[config.mk]
export PLATFORM = sky130hd
export DESIGN_NAME = sr_latch_trio
export DESIGN_NICKNAME = d
export VERILOG_FILES = /design/src/rtl/sr_latch_trio.sv
export SDC_FILE = /design/constraint.sdc
export NUM_CORES = 1
export LEC_CHECK = 0
export CORE_AREA = 5 5 42 44
export DETAILED_ROUTE_END_ITERATION = 8
export DIE_AREA = 0 0 47 49
export SYNTH_ARGS = -nofsm -noshare
export SYNTH_HDL_FRONTEND = slang
export SYNTH_SLANG_ARGS = --single-unit
[constraint.sdc]
create_clock -name clk -period 1.5 [get_ports clk]
set_input_delay 0.3 -clock clk [delete_from_list [all_inputs] [get_ports clk]]
set_output_delay 0.3 -clock clk [all_outputs]
set_load 0.005 [all_outputs]
[src/rtl/sr_latch_trio.sv]
// Three clocked set/reset cells (A: 1S/1R, B: 2S/2R, C: 2S/1R) modelled on cross-coupled NOR latches.
// Optional sticky illegal (S=R=1) flags are built only when SR_ILLEGAL_DET_EN is defined.

module SrCell #(
  parameter int   NUM_SET = 1,
  parameter int   NUM_RST = 1,
  parameter logic RESET_Q = 1'b0
) (
  input  logic               clk,
  input  logic               rst,
  input  logic [NUM_SET-1:0] i_set,
  input  logic [NUM_RST-1:0] i_clr,
  output logic               o_q,
  output logic               o_qbar
`ifdef SR_ILLEGAL_DET_EN
  ,
  output logic               o_ill
`endif
);

  // ST_FORBID is the NOR-latch S=R=1 state where both outputs sit low.
  typedef enum logic [1:0] {
    ST_CLR    = 2'b00,
    ST_SET    = 2'b01,
    ST_FORBID = 2'b10
  } state_t;

  state_t r_state;
  state_t w_nextState;
  logic   r_q;
  logic   r_qbar;
  logic   w_anySet;
  logic   w_anyClr;

  assign w_anySet = |i_set;
  assign w_anyClr = |i_clr;

  // Leaving the forbidden state on a quiet sample resolves to cleared instead of racing.
  always_comb begin
    w_nextState = r_state;
    unique case ({w_anySet, w_anyClr})
      2'b10:   w_nextState = ST_SET;
      2'b01:   w_nextState = ST_CLR;
      2'b11:   w_nextState = ST_FORBID;
      default: begin
        if (r_state == ST_FORBID) begin
          w_nextState = ST_CLR;
        end
      end
    endcase
  end

  always_ff @(posedge clk) begin
    if (rst) begin
      r_state <= RESET_Q ? ST_SET : ST_CLR;
      r_q     <= RESET_Q;
      r_qbar  <= ~RESET_Q;
    end else begin
      r_state <= w_nextState;
      r_q     <= (w_nextState == ST_SET);
      r_qbar  <= (w_nextState == ST_CLR);
    end
  end

  assign o_q    = r_q;
  assign o_qbar = r_qbar;

`ifdef SR_ILLEGAL_DET_EN
  logic r_ill;

  // Sticky until reset so a single forbidden sample is never lost.
  always_ff @(posedge clk) begin
    if (rst) begin
      r_ill <= 1'b0;
    end else if (w_anySet && w_anyClr) begin
      r_ill <= 1'b1;
    end
  end

  assign o_ill = r_ill;
`endif

endmodule

module sr_latch_trio #(
  parameter logic RESET_Q = 1'b0
) (
  input  logic clk,
  input  logic rst,
  input  logic a_s,
  input  logic a_r,
  input  logic b_s0,
  input  logic b_s1,
  input  logic b_r0,
  input  logic b_r1,
  input  logic c_s0,
  input  logic c_s1,
  input  logic c_r0,
  output logic a_q,
  output logic a_qbar,
  output logic b_q,
  output logic b_qbar,
  output logic c_q,
  output logic c_qbar
`ifdef SR_ILLEGAL_DET_EN
  ,
  output logic a_ill,
  output logic b_ill,
  output logic c_ill
`endif
);

  logic [1:0] w_bSet;
  logic [1:0] w_bClr;
  logic [1:0] w_cSet;

  assign w_bSet = {b_s1, b_s0};
  assign w_bClr = {b_r1, b_r0};
  assign w_cSet = {c_s1, c_s0};

  SrCell #(.NUM_SET(1), .NUM_RST(1), .RESET_Q(RESET_Q)) u_cellA (
    .clk    (clk),
    .rst    (rst),
    .i_set  (a_s),
    .i_clr  (a_r),
    .o_q    (a_q),
    .o_qbar (a_qbar)
`ifdef SR_ILLEGAL_DET_EN
    ,
    .o_ill  (a_ill)
`endif
  );

  SrCell #(.NUM_SET(2), .NUM_RST(2), .RESET_Q(RESET_Q)) u_cellB (
    .clk    (clk),
    .rst    (rst),
    .i_set  (w_bSet),
    .i_clr  (w_bClr),
    .o_q    (b_q),
    .o_qbar (b_qbar)
`ifdef SR_ILLEGAL_DET_EN
    ,
    .o_ill  (b_ill)
`endif
  );

  SrCell #(.NUM_SET(2), .NUM_RST(1), .RESET_Q(RESET_Q)) u_cellC (
    .clk    (clk),
    .rst    (rst),
    .i_set  (w_cSet),
    .i_clr  (c_r0),
    .o_q    (c_q),
    .o_qbar (c_qbar)
`ifdef SR_ILLEGAL_DET_EN
    ,
    .o_ill  (c_ill)
`endif
  );

endmodule

==> impl_metrics.toml, run 1 <==
[pwr]
max-vdd-ir-drop_mv = 0.437
power.density_nw_per_um2 = 989
power_uw = 687
p_leak_uw = 0.000272

[floorplanning]
start_util = 0.317
num_rows = 14
die_h_um = 49
fp.dieW_um = 47
pin_count = 17
die-area_um2 = 2300
core_um2 = 1400

[worst_hold_path]
hp-class = "flop to flop"
whs_path_depth = 2
min_from = "u_cellB.r_state[1]$_SDFF_PP0_"
holdPathEnd = "u_cellB.r_state[1]$_SDFF_PP0_"

[global_routing]
grt_pass1_vias = 364
grt_use_total = 0.0890
grt_max_degree = 8
grt_pass1_wl_um = 1440
antenna_found_initial = 0
grt_overflow = 0

[timing]
timing.setup.tns_ns = 0
slew_violations = 0
fin_crit_sh = 0.921
rsz0062_at_grt = "false"
fmax_ghz = 0.724
maxSlewHeadroom = 0.868
hold_viol = 0
skew_ns = 0.00586
period_needed_ns = 1.38
tightest_slew_ns = 0.198
setup_violations = 0

[setup_path]
rr_endpoint = "u_cellC.r_state[1]$_SDFF_PP0_"
cp.required_ns = 1.20
critPathTopFamily = "buffers and inverters"
critPathMaxFanout = 1
r2r_start = "u_cellC.r_state[1]$_SDFF_PP0_"
crit_type = "flop to primary output"
crit_chain = "clkdlybuf4s50_1"
reg2reg_depth = 2
cp-start-kind = "flop"
worstPathArrival_ns = 1.08
critPathCaptureType = "primary output"
slowest_delay_ns = 0.49
critPathBufInv = 1
r2r_slack_ns = 0.54
worst_path_max_delay_cell = "clkdlybuf4s50_1"

[clock_network]
numCtsBuffers = 3
clk_pin_slew_ns = 0.08
cts_root_buf = "clkbuf_4"
clock_latency_ns = 0.27
hold_buffers = 0
ctsLongestPathBuffers = 2
htree_num_levels = 1
post-cts-setup-buffers = 0
cts.sinks = 12
tritoncts = "built"
post_cts_resized = 0

[cells_and_area]
layout.cells.non_filler = 85
layout_common_cells = "clkdlybuf4s50_1, dfxtp_1, buf_4"
nets = 81
stdcell_area_um2 = 694
fill_cells = 145
area_delta_synth_final_pct = 56.3
multi_input_area_um2 = 189
regArea_um2 = 240
drive_gt1_frac = 0.159
insertedDiodeCount = 0
final_common_cell = "clkdlybuf4s50_1"

[detailed_routing]
ant_nets = 0
vias_per_cell = 4.68
num_vias = 398
dr.pass1.iters = 3
wirelength_um = 823
wl_met3_um = 94
highest_layer = "met4"
post_drt_wl_per_cell_um = 9.68
met1Wirelength_um = 344
drc = 0
wl_met2_um = 367
drtIter0Drc = 2

[place]
io_buffers = 16
hpwl_um = 646
dp.cells = 81
gp_congestion = 0.672
placed_area_um2 = 658

[run_status]
run_status = "complete, no violations"

[synthesis]
ys_types = 20
synth_area_um2 = 444
syn_nets = 55
seq_area_frac_synth = 0.541
ys_ff_latch = 12
synth_cells = 44
syn_area_per_cell_um2 = 10.1
synth_warnings = 0

[flow_run]
cap_violations = 0
synth_stat cells:
master,number,share of area
a211oi_1,1,0.017
a21o_1,1,0.017
a21oi_1,2,0.023
buf_6,1,0.025
dfxtp_1,12,0.54
inv_1,1,0.0084
nand2_1,2,0.017
nand2b_1,3,0.042
nand4bb_1,1,0.025
nor2_1,4,0.034
nor2b_1,2,0.028
nor3_1,3,0.034
nor3b_1,1,0.017
o21a_1,2,0.034
o21bai_1,2,0.034
o22ai_1,1,0.014
o32ai_1,2,0.039
or2_2,1,0.014
or3_1,1,0.014
or4b_1,1,0.023
power by group:
part	switching [uW]	internal, uW
Clock	102	147
Sequential	7.37	336
Combinational	30.3	64.2
per-stage QoR:
step                      setup WS [ns]   util  hold WS [ns]
after CTS                         0.104  0.496         0.476
after detailed placement         0.0191  0.470         0.462
after floorplan                   0.439      -         0.378
final                             0.119  0.496         0.475
after global routing             0.0578  0.496         0.506
after global placement           0.0137  0.470         0.460
metal layers:
layer  track usage  up-vias
met5             0        -
met4        0.0691        0
met3        0.0480        2
met2         0.109       12
met1         0.111      172
li1              -      212
flip-flops by register name (all words and copies together), names as in the netlist:
name	cells
u_cellA.o_q	1
u_cellA.o_qbar	1
u_cellA.r_state	2
u_cellB.o_q	1
u_cellB.o_qbar	1
u_cellB.r_state	2
u_cellC.o_q	1
u_cellC.o_qbar	1
u_cellC.r_state	2
how the worst max path moves through the flow:
stage / slack, ns / from / end / cells past startpoint
2_1_floorplan: 0.44 / rst / u_cellC.r_state[1]$_SDFF_PP0_ / 3
3_3_place_gp: 0.01 / rst / u_cellB.r_state[1]$_SDFF_PP0_ / 3
3_5_place_dp: 0.02 / rst / u_cellC.r_state[1]$_SDFF_PP0_ / 3
4_1_cts: 0.10 / u_cellB.o_qbar$_SDFF_PP1_ / b_qbar / 1
5_1_grt: 0.06 / u_cellB.o_qbar$_SDFF_PP1_ / b_qbar / 1
6_report: 0.12 / u_cellB.o_qbar$_SDFF_PP1_ / b_qbar / 1
worst reg2reg max path, cell delays in order, from the launching register on:
cell     delay [ns]
dfxtp_1        0.33
or4b_1         0.43
o32ai_1        0.12
logic make-up after synthesis:
group,count (synthesis),share of synthesized area
AND/OR/NAND/NOR,19,0.248
buffers and inverters,2,0.0338
flip-flops,12,0.541
AO/OA/AOI/OAI,11,0.177
area by class of cell:
class,count,area share
sequential,12,0.346
timing repair buffer,22,0.295
multi-input combinational,30,0.272
clock buffer,4,0.0523
tap,16,0.0288
inverter,1,0.00541
(Power assumes the default switching activity.)
==> run 2: changes to the inputs <==
--- a/config.mk
+++ b/config.mk
@@ -5,9 +5,9 @@
 export SDC_FILE = /design/constraint.sdc
 export NUM_CORES = 1
 export LEC_CHECK = 0
-export CORE_AREA = 5 5 42 44
+export CORE_AREA = 2 2 39 41
 export DETAILED_ROUTE_END_ITERATION = 8
-export DIE_AREA = 0 0 47 49
+export DIE_AREA = 0 0 41 43
 export SYNTH_ARGS = -nofsm -noshare
 export SYNTH_HDL_FRONTEND = slang
 export SYNTH_SLANG_ARGS = --single-unit
==> constraint.sdc (replaced) <==
create_clock -name clk -period 1.5 [get_ports clk]
set_input_delay 0.225 -clock clk [delete_from_list [all_inputs] [get_ports clk]]
set_output_delay 0.225 -clock clk [all_outputs]
set_load 0.005 [all_outputs]
==> impl_metrics.toml, run 2 (same netlist as run 1, synthesis figures left out) <==
[cells_and_area]
layout_common_cells = "clkdlybuf4s50_1, dfxtp_1, nor2_1, buf_4"
drive_gt1_frac = 0.134
area_delta_synth_final_pct = 53.0
layout.cells.non_filler = 83
nets = 79
insertedDiodeCount = 0
largestRegisters = "u_cellA.r_state: 2 flops, u_cellB.r_state: 2 flops, u_cellC.r_state: 2 flops"
final_common_cell = "clkdlybuf4s50_1"

[floorplanning]
die_h_um = 43
fp.dieW_um = 41
die-area_um2 = 1760
pin_count = 17
core_um2 = 1380
num_rows = 14
start_util = 0.321

[clock_network]
ctsLongestPathBuffers = 2
clk_pin_slew_ns = 0.08
numCtsBuffers = 3
htree_num_levels = 1
cts.sinks = 12
tritoncts = "built"
post-cts-setup-buffers = 0
post_cts_resized = 0
cts_root_buf = "clkbuf_4"
hold_buffers = 0
clock_latency_ns = 0.26

[place]
gp_congestion = 0.686
post-place-ws_ns = 0.0899
hpwl_um = 658
dp.cells = 79
io_buffers = 16

[setup_path]
worst_path_max_delay_cell = "clkdlybuf4s50_1"
rr_endpoint = "u_cellC.r_state[1]$_SDFF_PP0_"
reg2reg_depth = 2
critPathMaxFanout = 1
critPathCaptureType = "primary output"
critPathTopFamily = "buffers and inverters"
crit_type = "flop to primary output"
slowest_delay_ns = 0.49
crit_chain = "clkdlybuf4s50_1"
path_depth = 1
cp-start-kind = "flop"
critPathBufInv = 1
critPathLaunch = "u_cellB.o_qbar$_SDFF_PP1_"
worstPathArrival_ns = 1.07
r2r_slack_ns = 0.54
r2r_start = "u_cellC.r_state[1]$_SDFF_PP0_"
cp.required_ns = 1.27
worstSetupEndpoint = "b_qbar"

[pwr]
power.internal_uw = 544
max-vdd-ir-drop_mv = 0.409
power.density_nw_per_um2 = 1000
power_uw = 682
p_sw_uw = 138
switching_share = 0.202
power_frac_comb = 0.134
p_leak_uw = 0.000263
seqPwrFrac = 0.503
clkPwrFrac = 0.362

[timing]
fin_ws_ns = 0.204
maxSlewHeadroom = 0.867
whs_ns = 0.467
skew_ns = 0.00881
hold_viol = 0
rsz0062_at_grt = "false"
fin_crit_sh = 0.864
slew_violations = 0
tightest_slew_ns = 0.199
fmax_ghz = 0.771
period_needed_ns = 1.30
setup_violations = 0
timing.setup.tns_ns = 0

[detailed_routing]
dr.pass1.iters = 4
highest_layer = "met4"
vias_per_cell = 4.93
wl_met3_um = 54
drtIter0Drc = 8
wirelength_um = 816
post_drt_wl_per_cell_um = 9.83
num_vias = 409
ant_nets = 0
drc = 0
wl_met2_um = 414
met1Wirelength_um = 332

[global_routing]
grt_max_degree = 8
grt_pass1_wl_um = 1260
antenna_found_initial = 0
grt_pass1_vias = 314
grt_use_total = 0.111
grt_overflow = 0

[run_status]
run_status = "complete, no violations"

[worst_hold_path]
min_from = "u_cellB.r_state[1]$_SDFF_PP0_"
hp-class = "flop to flop"

[flow_run]
cap_violations = 0
## run 2: cell type report
type,count,area [um^2]
Fill cell,148,704
Sequential cell,12,240
Inverter,1,3.75
Clock buffer,4,36.3
Multi-Input combinational cell,30,189
Timing Repair Buffer,20,190
Tap cell,16,20.0
## run 2: metrics by stage
stage | instance area (um^2) | utilization
global route | 679 | 0.491
floorplan | 444 | -
finish | 679 | 0.491
detailed placement | 643 | 0.465
CTS | 679 | 0.491
global placement | 643 | 0.465
## run 2: power groups by stage
| stage | sequential (uW) | clock (uW) | combinational [uW] |
|---|---|---|---|
| 4_1_cts | 343 | 261 | 92.9 |
| 6_report | 343 | 247 | 91.5 |
| 2_1_floorplan | 351 | 0 | 31.1 |
| 3_5_place_dp | 351 | 0 | 92.5 |
| 5_1_grt | 346 | 275 | 101 |
| 3_3_place_gp | 350 | 0 | 92.1 |
## run 2: worst min-delay path by stage
stage,slack (ns),to,cells after the start
floorplan,0.30,u_cellC.o_q$_SDFF_PP0_,1
global placement,0.46,u_cellB.r_state[1]$_SDFF_PP0_,2
detailed placement,0.46,u_cellB.r_state[1]$_SDFF_PP0_,2
CTS,0.47,u_cellB.r_state[1]$_SDFF_PP0_,2
global route,0.50,u_cellB.r_state[1]$_SDFF_PP0_,2
finish,0.47,u_cellB.r_state[1]$_SDFF_PP0_,2
## run 2: metal layers
metal  up-vias  GRT usage
li1        205          -
met1       188      0.127
met2        14      0.156
met3         2     0.0471
met4         0     0.0800
met5         -          0
